==> src/rtl/antirebote_pkg.sv <==
// Shared definitions for the multi-channel debouncer: FSM state encoding,
// default 12 MHz tick constants and the counter sizing helper.
package antirebote_pkg;

  typedef enum logic [1:0] {
    SOLTADO    = 2'd0,
    VAL_PRES   = 2'd1,
    PRESIONADO = 2'd2,
    VAL_SOLT   = 2'd3
  } fsm_t;

  localparam int DEBOUNCE_TICKS_12M = 240_000;     // 20 ms at 12 MHz
  localparam int LARGO_TICKS_12M    = 12_000_000;  // 1 s at 12 MHz

  // Largest value the per-channel counter must hold.
  function automatic int cnt_max(input int deb, input int largo, input bit largo_en);
    return (largo_en && (largo > deb)) ? largo : deb;
  endfunction

endpackage

==> src/rtl/antirebote_canal.sv <==
// One debounced channel: 2-flop synchroniser, polarity normalisation and the
// stable-time validation FSM. Long-press pulse present only with LONG_PRESS_EN.
module antirebote_canal
  import antirebote_pkg::*;
#(
  parameter int DEBOUNCE_TICKS = DEBOUNCE_TICKS_12M,
  parameter int LARGO_TICKS    = LARGO_TICKS_12M,
  parameter int ACTIVO_BAJO    = 1
) (
  input  logic clk,
  input  logic rst,
  input  logic entrada,
  output logic estado,
  output logic pulso_pres,
  output logic pulso_solt,
  output logic pulso_largo
);

`ifdef LONG_PRESS_EN
  localparam bit LARGO_EN = 1'b1;
`else
  localparam bit LARGO_EN = 1'b0;
`endif

  localparam int                CNT_W      = $clog2(cnt_max(DEBOUNCE_TICKS, LARGO_TICKS, LARGO_EN) + 1);
  localparam logic [CNT_W-1:0]  DEB_FIN    = CNT_W'(DEBOUNCE_TICKS - 1);
  localparam logic              NIVEL_SOLT = (ACTIVO_BAJO != 0);

  logic [1:0]       sinc_q;
  logic             s;
  fsm_t             state_q, state_d;
  logic [CNT_W-1:0] cnt_q, cnt_d;
  logic             estado_d, pres_d, solt_d;

  // Synchroniser resets to the released level so leaving reset never looks like a press.
  // NOTE: every clocked register uses non-blocking assignment so all flops update from pre-edge values.
  always_ff @(posedge clk) begin
    if (rst) sinc_q <= {2{NIVEL_SOLT}};
    else     sinc_q <= {sinc_q[0], entrada};
  end

  assign s = sinc_q[1] ^ NIVEL_SOLT;

`ifdef LONG_PRESS_EN
  localparam logic [CNT_W-1:0] LARGO_FIN = CNT_W'(LARGO_TICKS - 1);
  localparam logic [CNT_W-1:0] LARGO_SAT = CNT_W'(LARGO_TICKS);
  logic largo_d, hecho_q, hecho_d;
`endif

  // NOTE: every always_comb output gets a default first so no path can infer a latch.
  always_comb begin
    state_d  = state_q;
    cnt_d    = cnt_q;
    estado_d = estado;
    pres_d   = 1'b0;
    solt_d   = 1'b0;
`ifdef LONG_PRESS_EN
    largo_d  = 1'b0;
    hecho_d  = hecho_q;
`endif
    unique case (state_q)
      SOLTADO: begin
        if (s) begin
          state_d = VAL_PRES;
          cnt_d   = '0;
        end
      end
      VAL_PRES: begin
        if (!s) begin
          state_d = SOLTADO;
          cnt_d   = '0;
        end else if (cnt_q == DEB_FIN) begin
          state_d  = PRESIONADO;
          estado_d = 1'b1;
          pres_d   = 1'b1;
          cnt_d    = '0;
`ifdef LONG_PRESS_EN
          hecho_d  = 1'b0;
`endif
        end else begin
          cnt_d = cnt_q + 1'b1;
        end
      end
      PRESIONADO: begin
        if (!s) begin
          state_d = VAL_SOLT;
          cnt_d   = '0;
        end
`ifdef LONG_PRESS_EN
        // Saturating hold count; a bounce back from VAL_SOLT restarts it but hecho blocks a repeat.
        else if (cnt_q == LARGO_FIN) begin
          cnt_d   = LARGO_SAT;
          largo_d = !hecho_q;
          hecho_d = 1'b1;
        end else if (cnt_q != LARGO_SAT) begin
          cnt_d = cnt_q + 1'b1;
        end
`endif
      end
      VAL_SOLT: begin
        if (s) begin
          state_d = PRESIONADO;
          cnt_d   = '0;
        end else if (cnt_q == DEB_FIN) begin
          state_d  = SOLTADO;
          estado_d = 1'b0;
          solt_d   = 1'b1;
          cnt_d    = '0;
        end else begin
          cnt_d = cnt_q + 1'b1;
        end
      end
    endcase
  end

  always_ff @(posedge clk) begin
    if (rst) begin
      state_q    <= SOLTADO;
      cnt_q      <= '0;
      estado     <= 1'b0;
      pulso_pres <= 1'b0;
      pulso_solt <= 1'b0;
    end else begin
      state_q    <= state_d;
      cnt_q      <= cnt_d;
      estado     <= estado_d;
      pulso_pres <= pres_d;
      pulso_solt <= solt_d;
    end
  end

`ifdef LONG_PRESS_EN
  always_ff @(posedge clk) begin
    if (rst) begin
      pulso_largo <= 1'b0;
      hecho_q     <= 1'b0;
    end else begin
      pulso_largo <= largo_d;
      hecho_q     <= hecho_d;
    end
  end
`else
  assign pulso_largo = 1'b0;
`endif

endmodule

==> src/rtl/antirebote_multicanal.sv <==
// N_CANALES independent debouncers side by side. Define LONG_PRESS_EN to
// build in long-press detection; otherwise pulso_largo is constant 0.
module antirebote_multicanal
  import antirebote_pkg::*;
#(
  parameter int N_CANALES      = 4,
  parameter int DEBOUNCE_TICKS = DEBOUNCE_TICKS_12M,
  parameter int LARGO_TICKS    = LARGO_TICKS_12M,
  parameter int ACTIVO_BAJO    = 1
) (
  input  logic                 clk,
  input  logic                 rst,
  input  logic [N_CANALES-1:0] entrada,
  output logic [N_CANALES-1:0] estado,
  output logic [N_CANALES-1:0] pulso_pres,
  output logic [N_CANALES-1:0] pulso_solt,
  output logic [N_CANALES-1:0] pulso_largo
);

  for (genvar i = 0; i < N_CANALES; i++) begin : g_canal
    antirebote_canal #(
      .DEBOUNCE_TICKS (DEBOUNCE_TICKS),
      .LARGO_TICKS    (LARGO_TICKS),
      .ACTIVO_BAJO    (ACTIVO_BAJO)
    ) u_canal (
      .clk         (clk),
      .rst         (rst),
      .entrada     (entrada[i]),
      .estado      (estado[i]),
      .pulso_pres  (pulso_pres[i]),
      .pulso_solt  (pulso_solt[i]),
      .pulso_largo (pulso_largo[i])
    );
  end

endmodule

==> config.mk <==
export PLATFORM = sky130hd
export DESIGN_NAME = antirebote_multicanal
export DESIGN_NICKNAME = d
export VERILOG_FILES = /design/src/rtl/antirebote_pkg.sv /design/src/rtl/antirebote_canal.sv /design/src/rtl/antirebote_multicanal.sv
export SDC_FILE = /design/constraint.sdc
export NUM_CORES = 1
export LEC_CHECK = 0
export CORE_UTILIZATION = 41
export CTS_CLUSTER_SIZE = 25
export DETAILED_ROUTE_END_ITERATION = 7
export HOLD_SLACK_MARGIN = 0.15
export PLACE_DENSITY = 0.55
export REMOVE_ABC_BUFFERS = 1
export SYNTH_ARGS = -nofsm -noshare
export SYNTH_HDL_FRONTEND = slang
export SYNTH_SLANG_ARGS = --single-unit
==> constraint.sdc <==
create_clock -name clk -period 2.1 [get_ports clk]
set_input_delay 0.315 -clock clk [delete_from_list [all_inputs] [get_ports clk]]
set_output_delay 0.315 -clock clk [all_outputs]
set_load 0.05 [all_outputs]
# Word level (Yosys, flattened, before mapping)
# Cells that the tools add are included.
# word_totals
register_bits,100
input_bits,6
out_inout_bits,16
# op_classes
addsub,4
n_eq_ne,48
muxes,76
bitwise_logic,12
reduce_logical,28
# op_table
op,n
$mux 18,20
$pmux 18 s4,4
$add 18x1->18 const B,4
$eq 18x18->1 const B,4
$mux 2,24
$ne 2x1->1 const B,16
$pmux 2 s4,4
$reduce_or 3->1,8
$mux 1,20
$reduce_and 5->1,4
$eq 2x2->1 const B,8
$ne 2x2->1 const B,8
$reduce_and 4->1,4
$ne 3x1->1 const B,4
$ne 3x3->1 const B,4
$not 1->1,12
$eq 2x1->1 const B,4
$logic_not 2->1,4
$pmux 1 s2,4
$reduce_and 2->1,4
$reduce_bool 2->1,4

# Depth between registers and ports, before layout
# Gate-level depths: netlist of run 1.
# logic_depth
depth_word,4
mapped_depth,7
depth_no_buf,6

# Cells and area by module
# A second synthesis of run 1 with hierarchy kept.
# hier_totals
cells_unflattened,547
hier_area_um2,4825.9
# modules_own_cells
mod,n_inst,cells_each,area_per_inst_um2,seq_area_each_um2
antirebote_canal at g_canal[0].u_canal ...,3,138,1199.9,500.5
antirebote_canal at g_canal[3].u_canal,1,133,1226.2,500.5

# Worst setup path after synthesis of run 1
# No wires, ideal clock.
# synth_path
path_kind,register -> register
startpoint,reg g_canal[2].u_canal.cnt_q[9]
endpoint,reg with a tool-made name
arrival_ps,1715
required_time_ps,1977
setup_slack_ps,262
stages_incl_launch_ff,6
path_buffers,0
period_less_slack_ps,1838
path_cell_list,dfxtp_1 -> or4b_1 -> nor4_2 -> a21oi_1 -> nor2b_1 -> mux2_1
# synth_rtl
element,line,rtl
"start, declared",antirebote_canal.sv:32,"logic [CNT_W-1:0] cnt_q, cnt_d;"
"start signal, assigned",antirebote_canal.sv:125,cnt_q <= cnt_d;

# Worst setup path in the final report of run 1
# layout_path
startpoint,reg g_canal[3].u_canal.cnt_q[9]
endpoint,reg g_canal[3].u_canal.estado
# layout_via
elab_chain_len,3
# layout_lines
element,line,rtl
"start, declared",antirebote_canal.sv:32,
"start signal, assigned",antirebote_canal.sv:125,
$eq 18x18->1 (*),"antirebote_canal.sv:72, antirebote_canal.sv:104",
$ne 2x1->1 (no line),--,
$reduce_and 5->1 (no line) (*),--,
"end signal, assigned",antirebote_canal.sv:126,estado <= estado_d;
"end, declared",antirebote_canal.sv:13,"output logic estado,"
# Every way passes the cells marked *; elsewhere a longest branch is shown, timed or not.
# A chain may end at the register's enable or synchronous reset.

==> results of run 1 <==
==> report_power, final <==
part	total, mW	internal [mW]	switching, mW	leakage, nW
registers	1.93	1.92	0.0174	0.808
clock network	1.89	1.17	0.719	0.167
logic	0.217	0.0781	0.139	1.15
==> registers in the layout, indices dropped and copies added (netlist names), named ones only <==
| name | cells |
|---|---|
| g_canal.u_canal.estado | 4 |
| g_canal.u_canal.pulso_solt | 4 |
| g_canal.u_canal.cnt_q | 72 |
| g_canal.u_canal.sinc_q | 8 |
| g_canal.u_canal.pulso_pres | 4 |
| g_canal.u_canal.state_q | 4 |
==> through the flow <==
step	util, %	cell area, sq um	power (mW)	setup slack, ns
2_1_floorplan	-	4650	2.10	-0.158
6_report	51.3	5880	4.04	0.138
5_1_grt	51.3	5880	4.21	-0.00504
4_1_cts	51.0	5840	4.10	0.0556
3_3_place_gp	47.9	5490	2.19	-0.108
3_5_place_dp	47.9	5490	2.19	-0.203
==> critical path, stage by stage, from the launching register on <==
cell and delay (ns):
dfxtp_1 0.33, or3b_4 0.40, nor4_4 0.35, buf_4 0.18, nand3_2 0.13, or3_1 0.34
a31oi_1 0.16
==> repair_timing <==
item,4_1_cts,5_1_grt
setup endpoints to repair,20,8
hold endpoints to repair,0,0
gates resized for setup,2,2
setup buffers,0,3
pin swaps,0,1
hold buffers,0,0
==> cell usage in the layout, fill, tap and decap left out, types with 6 or more instances in the layout <==
cell type | synthesis | routed
nand2_1 | 57 | 57
a31oi_1 | 35 | 35
nand4_1 | 18 | 18
a22o_1 | 10 | 10
or2_2 | 9 | 9
nand2b_1 | 6 | 6
and3_1 | 12 | 12
nor3_1 | 15 | 15
or3_1 | 12 | 11
nand3_1 | 40 | 40
nor4_1 | 11 | 11
dfxtp_1 | 100 | 100
xnor2_1 | 10 | 10
inv_1 | 11 | 11
o21ai_0 | 19 | 19
a21oi_1 | 40 | 40
clkdlybuf4s50_1 | 0 | 16
buf_4 | 16 | 66
nor2_1 | 48 | 48
clkbuf_16 | 0 | 9
mux2i_1 | 14 | 14
==> final cells by class <==
cell class | count | area (sq um) | share of cell area (%)
clock buffer | 10 | 229 | 3.89
clock inverter | 6 | 113 | 1.91
inverter | 11 | 41.3 | 0.702
multi-input combinational | 433 | 2640 | 44.8
sequential | 100 | 2000 | 34.0
tap | 143 | 179 | 3.04
timing repair buffer | 84 | 681 | 11.6
==> path summary, 6_finish.rpt <==
check	start	to	slack (ns)	depth (start not counted)
worst max register to register	g_canal[3].u_canal.cnt_q[9]	g_canal[3].u_canal.estado	0.14	6
worst min-delay path	g_canal[0].u_canal.sinc_q[0]	g_canal[0].u_canal.sinc_q[1]	0.41	1
worst min register to register	g_canal[0].u_canal.sinc_q[0]	g_canal[0].u_canal.sinc_q[1]	0.41	1
worst max-delay path	g_canal[3].u_canal.cnt_q[9]	g_canal[3].u_canal.estado	0.14	6
==> layer usage <==
metal | track usage [%] | wire length, microns
met3 | 5.52 | 372
met2 | 28.3 | 4750
met1 | 23.0 | 5200
met4 | 4.36 | 108
met5 | 0 | 0
==> logic make-up after synthesis <==
kind of cell	Yosys count	synth area share (%)
AO/OA/AOI/OAI	134	17.8
XOR/XNOR	14	2.52
adder cells (fa/ha/maj)	4	1.03
buffers and inverters	47	5.41
flip-flops	100	41.2
multiplexers	15	3.11
other	1	0.0771
AND/OR/NAND/NOR	262	28.9
==> metrics, run 1 <==
RSZ-0062 raised after global routing=yes; vias=4343; initial DRC count=152; Synth area leaders=dfxtp_1, a31oi_1, nand2_1, a21oi_1, nand3_1; synth warn=0; die width=111 microns; post-route minimum period=1.96 ns; number of antenna violations at the first check in global routing=0; Yosys top cell area share=41.2%; Synth Register Bits=100; H-tree depth=3; MaxCap Viol Count=0; most common flop cell mapped by yosys=dfxtp_1; count leader, synth=dfxtp_1; Worst slew margin=53.8%; share of cells above drive strength 1=16.6%; CTS tree=yes; total wire length=10.4 mm; final period utilization=93.4%; final setup vio count=0; Max clock buf depth=2; outcome=complete, no violations; Worst Skew=0.00392 ns; Max FO, Critical Path=6; Final Wtd Congestion=0.795; Clk Latency, worst-skew pair=0.35 ns; Final nets=649; Clk pin slew, worst setup/hold paths=0.07 ns; FP Rows=39; final hold violation count=0; Setup TNS Final=0 ns; CTS root buffer=clkbuf_16; HPWL Detailed=7.42 mm; type of origin of the critical path=register; Core Region=11500 sq um; maximum VDD drop=0.670 mV; number of synthesized flops with an enable pin=0; routed len/inst=13.3 microns; TritonCTS buffer count=9; Lkg Pwr=2.12 nW; GRT overflow=0; vias per cell=5.52; pin count of the biggest net entering global routing=32; synth cell count leaders=dfxtp_1, nand2_1, nor2_1, a21oi_1, nand3_1; area growth from synthesis to layout=21.0%; DRC=0; cell count after synthesis=577; Die Y=111 microns; WHS=0.410 ns; DRT Pass-1 Iters=5; PD cells=686 nW/um^2; Worst Hold Class=register to register; Antenna diodes=0; clk sinks=100; global-route wire length before repair=17.9 mm; I/O Buffers=17; Final ANT Viol Nets=0; cell taking the most area after synthesis=dfxtp_1; Filler cells=1073; kind of critical path=register to register; final cell count without fillers=787; Post-Syn Area=4860 sq um; Top Ports=22; Avg Cell Area, Syn=8.42 sq um; All-Layer GR Usage=17.6%; placed cell count=768; vias in the first global route=3957; max-slew violations=0; post-synth cell types=58; Crit path arrival time=2.24 ns; Worst-Margin Slew=0.691 ns; WP data required=2.37 ns; post-synthesis sequential area ratio=41.2%; Critical Path Sink Type=register; Initial Utilization=42.4%; FFs w/ async S/R, synth=0%; Max Freq=510 MHz; die area=12300 sq um
(Power assumes the default switching activity.)
==> inputs of run 2 (changes only) <==
- CELL_PAD_IN_SITES_DETAIL_PLACEMENT: not set -> 0
- CELL_PAD_IN_SITES_GLOBAL_PLACEMENT: not set -> 2
- CORE_UTILIZATION: 41 -> 37
- PLACE_DENSITY: 0.55 -> 0.76
==> metrics, run 2 (synthesis results as in run 1) <==
outcome=complete, no violations; pre-CTS setup slack=-0.238 ns (-0.0358 ns); Filler cells=1315 (+23%); Core Region=12700 sq um (+11%); MaxCap Viol Count=0 (unchanged); final setup vio count=0 (unchanged); maximum VDD drop=0.473 mV (-29%); FF-to-FF End=g_canal[2].u_canal.cnt_q[17]; post-route minimum period=2.03 ns (+0.0674 ns); routed len/inst=13.6 microns (+2.4%); final total power=3.78 mW (-6.4%); CTS tree=yes; Worst Skew=0.00592 ns (+0.00200 ns); vias=4221 (-2.8%); initial DRC count=239 (+57%); die area=13600 sq um (+11%); Clk pin slew, worst setup/hold paths=0.07 ns (about the same); Critical Path Sink Type=register; kind of critical path=register to register; worst setup path end=g_canal[2].u_canal.cnt_q[17]; number of antenna violations at the first check in global routing=0 (unchanged); FP Rows=41 (+5.1%); share of cells above drive strength 1=14.8% (-1.8 points); R2R setup slack=0.07 ns (-0.07 ns); final hold violation count=0 (unchanged); Max clock buf depth=2 (unchanged); Max FO, Critical Path=11 (+5); vias in the first global route=3767 (-4.8%); TritonCTS buffer count=9 (unchanged); pin count of the biggest net entering global routing=58 (+81%); CTS root buffer=clkbuf_16; post-layout instance area=5760 sq um (-2.0%); r2r worst-path depth=6 (unchanged); Worst Hold Class=register to register; Setup TNS Final=0 ns (unchanged); Lkg Pwr=2.02 nW (-5.0%); GRT overflow=0 (unchanged); commonest cells after routing, fill and taps aside=dfxtp_1, nand2_1, nor2_1, buf_4, nand3_1; die width=117 microns (+5.2%); Hold Crit Start=g_canal[0].u_canal.sinc_q[0]; clk sinks=100 (unchanged); Worst-Margin Slew=0.902 ns (+0.211 ns); final period utilization=96.7% (+3.2 points); Worst slew margin=39.4% (-14 points); biggest regs=g_canal.u_canal.cnt_q (72), g_canal.u_canal.sinc_q (8); H-tree depth=3 (unchanged); vias per cell=5.28 (-4.4%); WP data required=2.35 ns (-0.02 ns); Final ANT Viol Nets=0 (unchanged); Final nets=633 (-2.5%); total wire length=10.9 mm (+4.1%); max-slew violations=0 (unchanged); max reg flops=72 (unchanged); WHS=0.409 ns (-0.00128 ns); PD cells=656 nW/um^2 (-4.5%); Final Wtd Congestion=0.772 (-2.9%); DRT Pass-1 Iters=4 (-1); commonest non-fill, non-tap cell in the layout=dfxtp_1; Most flops, register=g_canal.u_canal.cnt_q; I/O Buffers=17 (unchanged); Antenna diodes=0 (unchanged); global-route wire length before repair=18.2 mm (+1.7%); All-Layer GR Usage=17.2% (-0.46 points); HPWL Detailed=7.46 mm (+0.51%); area growth from synthesis to layout=18.6%; Max Freq=493 MHz (-3.3%); type of origin of the critical path=register; Initial Utilization=38.2% (-4.2 points); final worst setup slack=0.0703 ns (-0.0674 ns); Top Ports=22 (unchanged); DRC=0 (unchanged); Die Y=117 microns (+5.2%); worst r2r src=g_canal[2].u_canal.cnt_q[9]; Crit path arrival time=2.28 ns (+0.04 ns); Sequential Area=2000 sq um (unchanged); Clk Latency, worst-skew pair=0.35 ns (about the same); DP Area=5420 sq um (-1.3%); beginning of the critical path=g_canal[2].u_canal.cnt_q[9]; area of the multi-input gates=2650 sq um (+0.57%)
run 2: worst min-delay path by stage:
stage                                         to  cells after the start
finish              g_canal[0].u_canal.sinc_q[1]                      1
CTS                 g_canal[0].u_canal.sinc_q[1]                      1
global route        g_canal[3].u_canal.sinc_q[1]                      1
floorplan                               register                      1
global placement    g_canal[0].u_canal.sinc_q[1]                      1
detailed placement  g_canal[0].u_canal.sinc_q[1]                      1
run 2: stage by stage:
step / util [%] / instances
finish: 45.3 / 800
global route: 45.3 / 800
CTS: 44.9 / 797
detailed placement: 42.6 / 781
global placement: 42.6 / 781
floorplan: - / 544
run 2: critical path, stage by stage, from the launching register on:
cell and delay, ns:
dfxtp_1 0.31, or4b_4 0.56, nor4_4 0.36, buf_4 0.18, a211oi_4 0.11, a21o_1 0.19, a22o_1 0.21
run 2: layer usage:
layer / vias to the layer above / part of all wire (%) / GRT usage (%)
met5: - / 0 / 0
met3: 6 / 3.3 / 5.66
met4: 0 / 0.87 / 4.05
met2: 53 / 44 / 26.0
met1: 1960 / 52 / 23.6
li1: 2202 / - / -
run 2: repair_timing:
| action | in CTS | in global routing |
|---|---|---|
| resized for setup | 1 | 4 |
| setup endpoints to repair | 14 | 5 |
| buffers inserted | 0 | 2 |
| pin swaps | 0 | 2 |
| hold buffers | 0 | 0 |
| cloned | 0 | 1 |
run 2: cell type report:
cell class                      count  area share, %
Clock buffer                       12           4.62
Clock inverter                      4          0.391
Inverter                           11          0.716
Multi-Input combinational cell    434           46.0
Sequential cell                   100           34.7
Tap cell                          172           3.73
Timing Repair Buffer               67           9.81
run 2: power breakdown:
| part | internal, mW | switching (mW) | total (mW) |
|---|---|---|---|
| Combinational | 0.0786 | 0.141 | 0.219 |
| Clock | 0.895 | 0.732 | 1.63 |
| Sequential | 1.92 | 0.0166 | 1.93 |
